==> config.mk <==
export PLATFORM = sky130hd
export DESIGN_NAME = alu_exec
export DESIGN_NICKNAME = d
export VERILOG_FILES = /design/src/rtl/alu_pkg.sv /design/src/rtl/mul_iter.sv /design/src/rtl/alu_exec.sv
export SDC_FILE = /design/constraint.sdc
export NUM_CORES = 1
export LEC_CHECK = 0
export ABC_AREA = 1
export CAP_MARGIN = 20
export CORE_ASPECT_RATIO = 1.75
export CORE_MARGIN = 2
export CORE_UTILIZATION = 54
export DETAILED_ROUTE_END_ITERATION = 8
export PLACE_DENSITY = 0.78
export SLEW_MARGIN = 20
export SYNTH_ARGS = -nofsm -noshare
export SYNTH_HDL_FRONTEND = slang
export SYNTH_SLANG_ARGS = --single-unit
==> constraint.sdc <==
create_clock -name clk -period 2.93 [get_ports clk]
set_clock_uncertainty 0.05 [all_clocks]
set_input_delay 0.4395 -clock clk [delete_from_list [all_inputs] [get_ports clk]]
set_output_delay 0.4395 -clock clk [all_outputs]
set_load 0.05 [all_outputs]
==> src/rtl/alu_pkg.sv <==
`default_nettype none
// ============================================================================
//  Module      : alu_pkg
//  Description : Shared op-code encodings and execute-stage FSM states used by
//                alu_ctrl and alu_exec.
//  Revision    : 1.0  initial release
// ============================================================================
package alu_pkg;

    localparam logic [2:0] OP_AND  = 3'b000;
    localparam logic [2:0] OP_OR   = 3'b001;
    localparam logic [2:0] OP_ADD  = 3'b010;
    localparam logic [2:0] OP_MULT = 3'b011;
    localparam logic [2:0] OP_NOR  = 3'b100;
    localparam logic [2:0] OP_XOR  = 3'b101;
    localparam logic [2:0] OP_SUB  = 3'b110;
    localparam logic [2:0] OP_SLT  = 3'b111;

    typedef enum logic [1:0] {
        ST_IDLE = 2'd0,
        ST_BUSY = 2'd1,
        ST_DONE = 2'd2
    } alu_state_e;

endpackage : alu_pkg
`default_nettype wire

==> src/rtl/mul_iter.sv <==
`default_nettype none
// ============================================================================
//  Module      : mul_iter
//  Description : Iterative unsigned shift-add multiplier datapath. One
//                multiplier bit is consumed per step; the product is complete
//                after WIDTH steps.
//  Revision    : 1.0  initial release
// ============================================================================
module mul_iter #(
    parameter int WIDTH = 32
) (
    input  logic                 clk,
    input  logic                 rst_n,
    input  logic                 i_load,
    input  logic                 i_step,
    input  logic [WIDTH-1:0]     i_mcand,
    input  logic [WIDTH-1:0]     i_mplier,
    output logic                 o_last,
    output logic [2*WIDTH-1:0]   o_product
);

    localparam int CW = $clog2(WIDTH + 1);

    logic [WIDTH-1:0]   r_mcand;
    logic [WIDTH-1:0]   r_mplier;
    logic [2*WIDTH-1:0] r_acc;
    logic [CW-1:0]      r_count;
    logic [WIDTH:0]     w_sum;

    // Partial sum keeps its carry so the following right shift loses nothing
    assign w_sum = {1'b0, r_acc[2*WIDTH-1:WIDTH]}
                 + (r_mplier[0] ? {1'b0, r_mcand} : '0);

    // Load operands, or add-and-shift one multiplier bit per step
    always_ff @(posedge clk or negedge rst_n) begin
        if (!rst_n) begin
            r_mcand  <= '0;
            r_mplier <= '0;
            r_acc    <= '0;
            r_count  <= '0;
        end else if (i_load) begin
            r_mcand  <= i_mcand;
            r_mplier <= i_mplier;
            r_acc    <= '0;
            r_count  <= CW'(WIDTH);
        end else if (i_step) begin
            r_acc    <= {w_sum, r_acc[WIDTH-1:1]};
            r_mplier <= r_mplier >> 1;
            r_count  <= r_count - CW'(1);
        end
    end

    assign o_last    = (r_count == CW'(1));
    assign o_product = r_acc;

endmodule : mul_iter
`default_nettype wire

==> src/rtl/alu_exec.sv <==
`default_nettype none
// ============================================================================
//  Module      : alu_exec
//  Description : Execute-stage ALU. Logic/arithmetic ops return a registered
//                result one cycle after issue; MULT runs iteratively and
//                stalls the upstream pipeline until HI/LO are written.
//  Revision    : 1.0  initial release
// ============================================================================
module alu_exec
    import alu_pkg::*;
#(
    parameter int WIDTH = 32
) (
    input  logic             clk,
    input  logic             rst_n,
    input  logic             i_in_valid,
    input  logic [2:0]       i_operation,
    input  logic [WIDTH-1:0] i_a,
    input  logic [WIDTH-1:0] i_b,
    input  logic             i_flush,
    output logic [WIDTH-1:0] o_result,
    output logic [WIDTH-1:0] o_hi,
    output logic             o_zero,
    output logic             o_overflow,
    output logic             o_out_valid,
    output logic             o_stall
);

    alu_state_e         r_state;
    alu_state_e         w_next_state;
    logic               w_load;
    logic               w_step;
    logic               w_issue_single;
    logic               w_mult_done;
    logic               w_last;
    logic [2*WIDTH-1:0] w_product;
    logic [WIDTH-1:0]   w_sum;
    logic [WIDTH-1:0]   w_diff;
    logic [WIDTH-1:0]   w_alu_res;
    logic               w_alu_ovf;

    mul_iter #(.WIDTH(WIDTH)) u_mul_iter (
        .clk       (clk),
        .rst_n     (rst_n),
        .i_load    (w_load),
        .i_step    (w_step),
        .i_mcand   (i_a),
        .i_mplier  (i_b),
        .o_last    (w_last),
        .o_product (w_product)
    );

    assign w_sum  = i_a + i_b;
    assign w_diff = i_a - i_b;

    // State register
    always_ff @(posedge clk or negedge rst_n) begin
        if (!rst_n) begin
            r_state <= ST_IDLE;
        end else begin
            r_state <= w_next_state;
        end
    end

    // Next-state and datapath control; flush forces IDLE and cancels any update
    always_comb begin
        w_next_state   = r_state;
        w_load         = 1'b0;
        w_step         = 1'b0;
        w_issue_single = 1'b0;
        w_mult_done    = 1'b0;
        case (r_state)
            ST_IDLE: begin
                if (i_in_valid && !i_flush) begin
                    if (i_operation == OP_MULT) begin
                        w_load       = 1'b1;
                        w_next_state = ST_BUSY;
                    end else begin
                        w_issue_single = 1'b1;
                    end
                end
            end
            ST_BUSY: begin
                w_step = 1'b1;
                if (w_last) begin
                    w_next_state = ST_DONE;
                end
            end
            ST_DONE: begin
                w_mult_done  = !i_flush;
                w_next_state = ST_IDLE;
            end
            default: w_next_state = ST_IDLE;
        endcase
        if (i_flush) begin
            w_next_state = ST_IDLE;
        end
    end

    // Single-cycle op result and signed overflow
    always_comb begin
        w_alu_res = '0;
        w_alu_ovf = 1'b0;
        case (i_operation)
            OP_AND: w_alu_res = i_a & i_b;
            OP_OR:  w_alu_res = i_a | i_b;
            OP_NOR: w_alu_res = ~(i_a | i_b);
            OP_XOR: w_alu_res = i_a ^ i_b;
            OP_ADD: begin
                w_alu_res = w_sum;
                w_alu_ovf = (i_a[WIDTH-1] == i_b[WIDTH-1])
                         && (w_sum[WIDTH-1] != i_a[WIDTH-1]);
            end
            OP_SUB: begin
                w_alu_res = w_diff;
                w_alu_ovf = (i_a[WIDTH-1] != i_b[WIDTH-1])
                         && (w_diff[WIDTH-1] != i_a[WIDTH-1]);
            end
            OP_SLT: w_alu_res = {{(WIDTH-1){1'b0}}, ($signed(i_a) < $signed(i_b))};
            default: w_alu_res = '0;
        endcase
    end

    // Output registers: written on a single-cycle issue or on MULT completion
    always_ff @(posedge clk or negedge rst_n) begin
        if (!rst_n) begin
            o_result    <= '0;
            o_hi        <= '0;
            o_zero      <= 1'b0;
            o_overflow  <= 1'b0;
            o_out_valid <= 1'b0;
        end else begin
            o_out_valid <= 1'b0;
            if (w_issue_single) begin
                o_result    <= w_alu_res;
                o_zero      <= (w_alu_res == '0);
                o_overflow  <= w_alu_ovf;
                o_out_valid <= 1'b1;
            end else if (w_mult_done) begin
                o_result    <= w_product[WIDTH-1:0];
                o_hi        <= w_product[2*WIDTH-1:WIDTH];
                o_zero      <= (w_product[WIDTH-1:0] == '0);
                o_overflow  <= 1'b0;
                o_out_valid <= 1'b1;
            end
        end
    end

    assign o_stall = (r_state != ST_IDLE);

endmodule : alu_exec
`default_nettype wire
==> run metrics <==
Highest Clock Rate 340 MHz; status complete, but fails checks; Die Y-Extent 235 um; combinational share of power 0.487; Mapped Area 0.0165 mm2; Residual DRC 0; type of the setup path with the least slack register to register; fraction of final layout cells with drive strength greater than 1 0.189; pin count of the biggest net entering global routing 75; power per unit of standard cell area 626 mW/mm2; Total Routed Length 75200 um; Slew Limit Headroom 0.560; total non-filler cell area in the finished layout 0.0224 mm2; Layout area overhead 35.5%; met3 Use GR 0.0915; worst supply voltage drop on vdd 0.000691 V; via density per instance 6.04; RSZ-0062 raised after global routing yes; count of max-cap constraint violations 0; full die area 0.0320 mm2; share of synthesized registers carrying an async set or reset 1.00; Die Span X 136 um; number of buffers inserted during clock tree synthesis 21; drt first-iter violations 1969; register bit count reported by yosys 203; Setup TNS Final -0.00732 ns; Max H-tree Level 1; post-synthesis cell type with the largest combined area dfrtp_1; startpoint of the lowest-slack hold path o_hi[29]; sequential share of the synthesized area 0.308; worst slack at placement -0.624 ns; total net switching power 6.29 mW; number of nets in the finished design 3194; peak fanout along the critical path 28; Critical Path AT 3.33 ns; number of endpoints failing setup at the final stage 1; switching share of power 0.449; grt met1 use 0.476; clock insertion delay at the later pin of the skew report 0.52 ns; Placeable Area 0.0301 mm2; total congestion overflow after global routing 0; final weighted congestion in routability-driven placement 1.07; DP Cell Count 3344; GRT Max-Usage Layer met2; path category of the worst min-delay check register to register; global-route wire length before repair 113000 um; Crit. Startpoint u_mul_iter.r_mplier[0]; mean instance size in the synthesized netlist 6.63 um2; area fraction of the dominant cell type after synthesis 0.308; CTS tree done; GRT met2 Usage 0.776; internal portion of total power 7.71 mW; minimum clock period 2.94 ns; Least-Margin Pin Slew 0.660 ns; Starting Density 0.549; Seq pwr share 0.309; top-level I/O count 139; root buffer cell clkbuf_16; via count of the first global-routing pass 20800; most frequent cell after synthesis nand2_1; Post-DP HPWL 58200 um; CTS max path bufs 3; count of vias placed by the detailed router 20500; wire length per cell 22.2 um; EDFF count, synth 0; Tot GR Track Use 0.461; drt first pass iters 6; number of cells produced by synthesis 2490; number of pins exceeding their max-slew limit in the final report 0; syn_nets 2697; area after detailed placement 0.0213 mm2; start of the worst register-to-register path u_mul_iter.r_mplier[0]; count of standard-cell rows 84; final critical-path share of the clock period 1.00; antenna violation net count after detailed routing 0; post-synthesis cell type count 47; Hold Vio Cnt, Final 0; Worst setup EP type register; cell types with the highest counts after synthesis 682 x nand2_1, 421 x inv_1, 203 x dfrtp_1, 202 x nor2_1, 159 x o21ai_0; clock sink count 203; CTS clock-pin slew for the worst setup and hold paths 0.07 ns; crit path setup slack, layout -0.00732 ns; antenna violations before repair 6; required time at the endpoint of the critical path 3.32 ns; startpoint class of the critical path register; dominant register cell in the synthesized netlist dfrtp_1; buffers added on ports 138; part of the total power dissipated in the clock network 0.204; static power due to leakage 11.9 nW; warnings from Yosys 0; violated checks setup timing; post-route non-filler standard cell count 3391; ranking of synthesized cells by area dfrtp_1 31%, nand2_1 16%, ha_1 10%, inv_1 9.6%, o21ai_0 4.8%
-- per-stage QoR --
stage	hold WS, ns	util	power, mW
5_1_grt	0.457	0.744	14.6
2_1_floorplan	0.0939	-	7.92
4_1_cts	0.434	0.733	13.6
6_report	0.437	0.744	14.0
3_5_place_dp	0.417	0.708	10.6
3_3_place_gp	0.405	0.708	10.3
-- area by class of cell --
type | instances | area (um2)
repair buffers | 570 | 4790
multi-input cells | 1760 | 9660
clock inverters | 13 | 149
flip-flops and latches | 203 | 5080
clock buffers | 24 | 567
well taps | 387 | 484
inverters | 431 | 1620
diodes | 3 | 7.51
fillers | 2295 | 7700
-- critical path, stage by stage (launching register included) --
cell	delay [ns]
dfrtp_2	0.46
buf_8	0.19
nand2_1	0.10
inv_1	0.05
ha_1	0.35
a21oi_2	0.24
a21boi_4	0.26
inv_1	0.10
nand2_1	0.08
nand2_1	0.11
a21oi_1	0.16
buf_4	0.17
o21ai_2	0.08
a21o_1	0.19
nand2_1	0.07
nand2_1	0.05
o21ai_1	0.15
-- per-layer routing --
| metal | part of all wire | vias up |
|---|---|---|
| met3 | 0.092 | 529 |
| met4 | 0.12 | 0 |
| met5 | 0 | - |
| li1 | - | 9096 |
| met1 | 0.32 | 9433 |
| met2 | 0.47 | 1425 |
-- state kept, by name, indices dropped and copies added (netlist names) --
| name | cells |
|---|---|
| u_mul_iter.r_count | 6 |
| r_state | 2 |
| u_mul_iter.r_mplier | 32 |
| o_result | 32 |
| o_out_valid | 1 |
| o_zero | 1 |
| u_mul_iter.o_product | 64 |
| o_overflow | 1 |
| o_hi | 32 |
| u_mul_iter.r_mcand | 32 |
-- cell families after synthesis --
kind of cell / Yosys count / synth area share
AOI/OAI and AO/OA: 489 / 0.180
DFF: 203 / 0.308
xor gates and xnor gates: 7 / 0.00372
and+or+nand+nor: 1128 / 0.281
buffers and inverters: 527 / 0.124
adders and majority gates: 136 / 0.104
-- path summary, 6_finish.rpt --
kind	to	slack (ns)	depth (start not counted)
worst max-delay path	u_mul_iter.o_product[53]	-0.007	16
worst min-delay path	o_hi[29]	0.44	2
worst max register to register	u_mul_iter.o_product[53]	-0.007	16
worst min register to register	o_hi[29]	0.44	2
max in group asynchronous	u_mul_iter.r_mplier[16]	1.51	3
min in group asynchronous	u_mul_iter.r_mplier[11]	0.49	2
-- layout by cell type, fill, tap and decap left out, drive strengths merged, types with 4 or more instances in the layout --
master,instances
a21o,7
a21oi,124
a221oi,9
a311oi,14
a31oi,5
and2,8
buf,431
clkbuf,25
clkdlybuf4s50,137
clkinv,6
dfrtp,203
ha,133
inv,433
nand2,687
nand3,155
nand4,33
nor2,205
nor3,30
nor4,6
o211ai,20
o21a,4
o21ai,166
o21bai,20
o221ai,48
o22ai,62
xor2,5
-- power by group through the flow --
stage | clock (mW) | sequential [mW] | combinational [mW]
2_1_floorplan | 0 | 5.01 | 2.91
3_3_place_gp | 0 | 4.23 | 6.12
6_report | 2.86 | 4.33 | 6.82
5_1_grt | 2.97 | 4.38 | 7.29
4_1_cts | 2.83 | 4.27 | 6.46
3_5_place_dp | 0 | 4.29 | 6.34
-- timing repair --
item                                   CTS  global route
gates cloned                             0             0
setup endpoints to repair               10            29
pin swaps                                0             8
hold buffers                             1             0
setup buffers                            0             6
gates resized for setup                  7            80
endpoints found under the hold margin   71             0
Power figures use the tool's default switching activity.
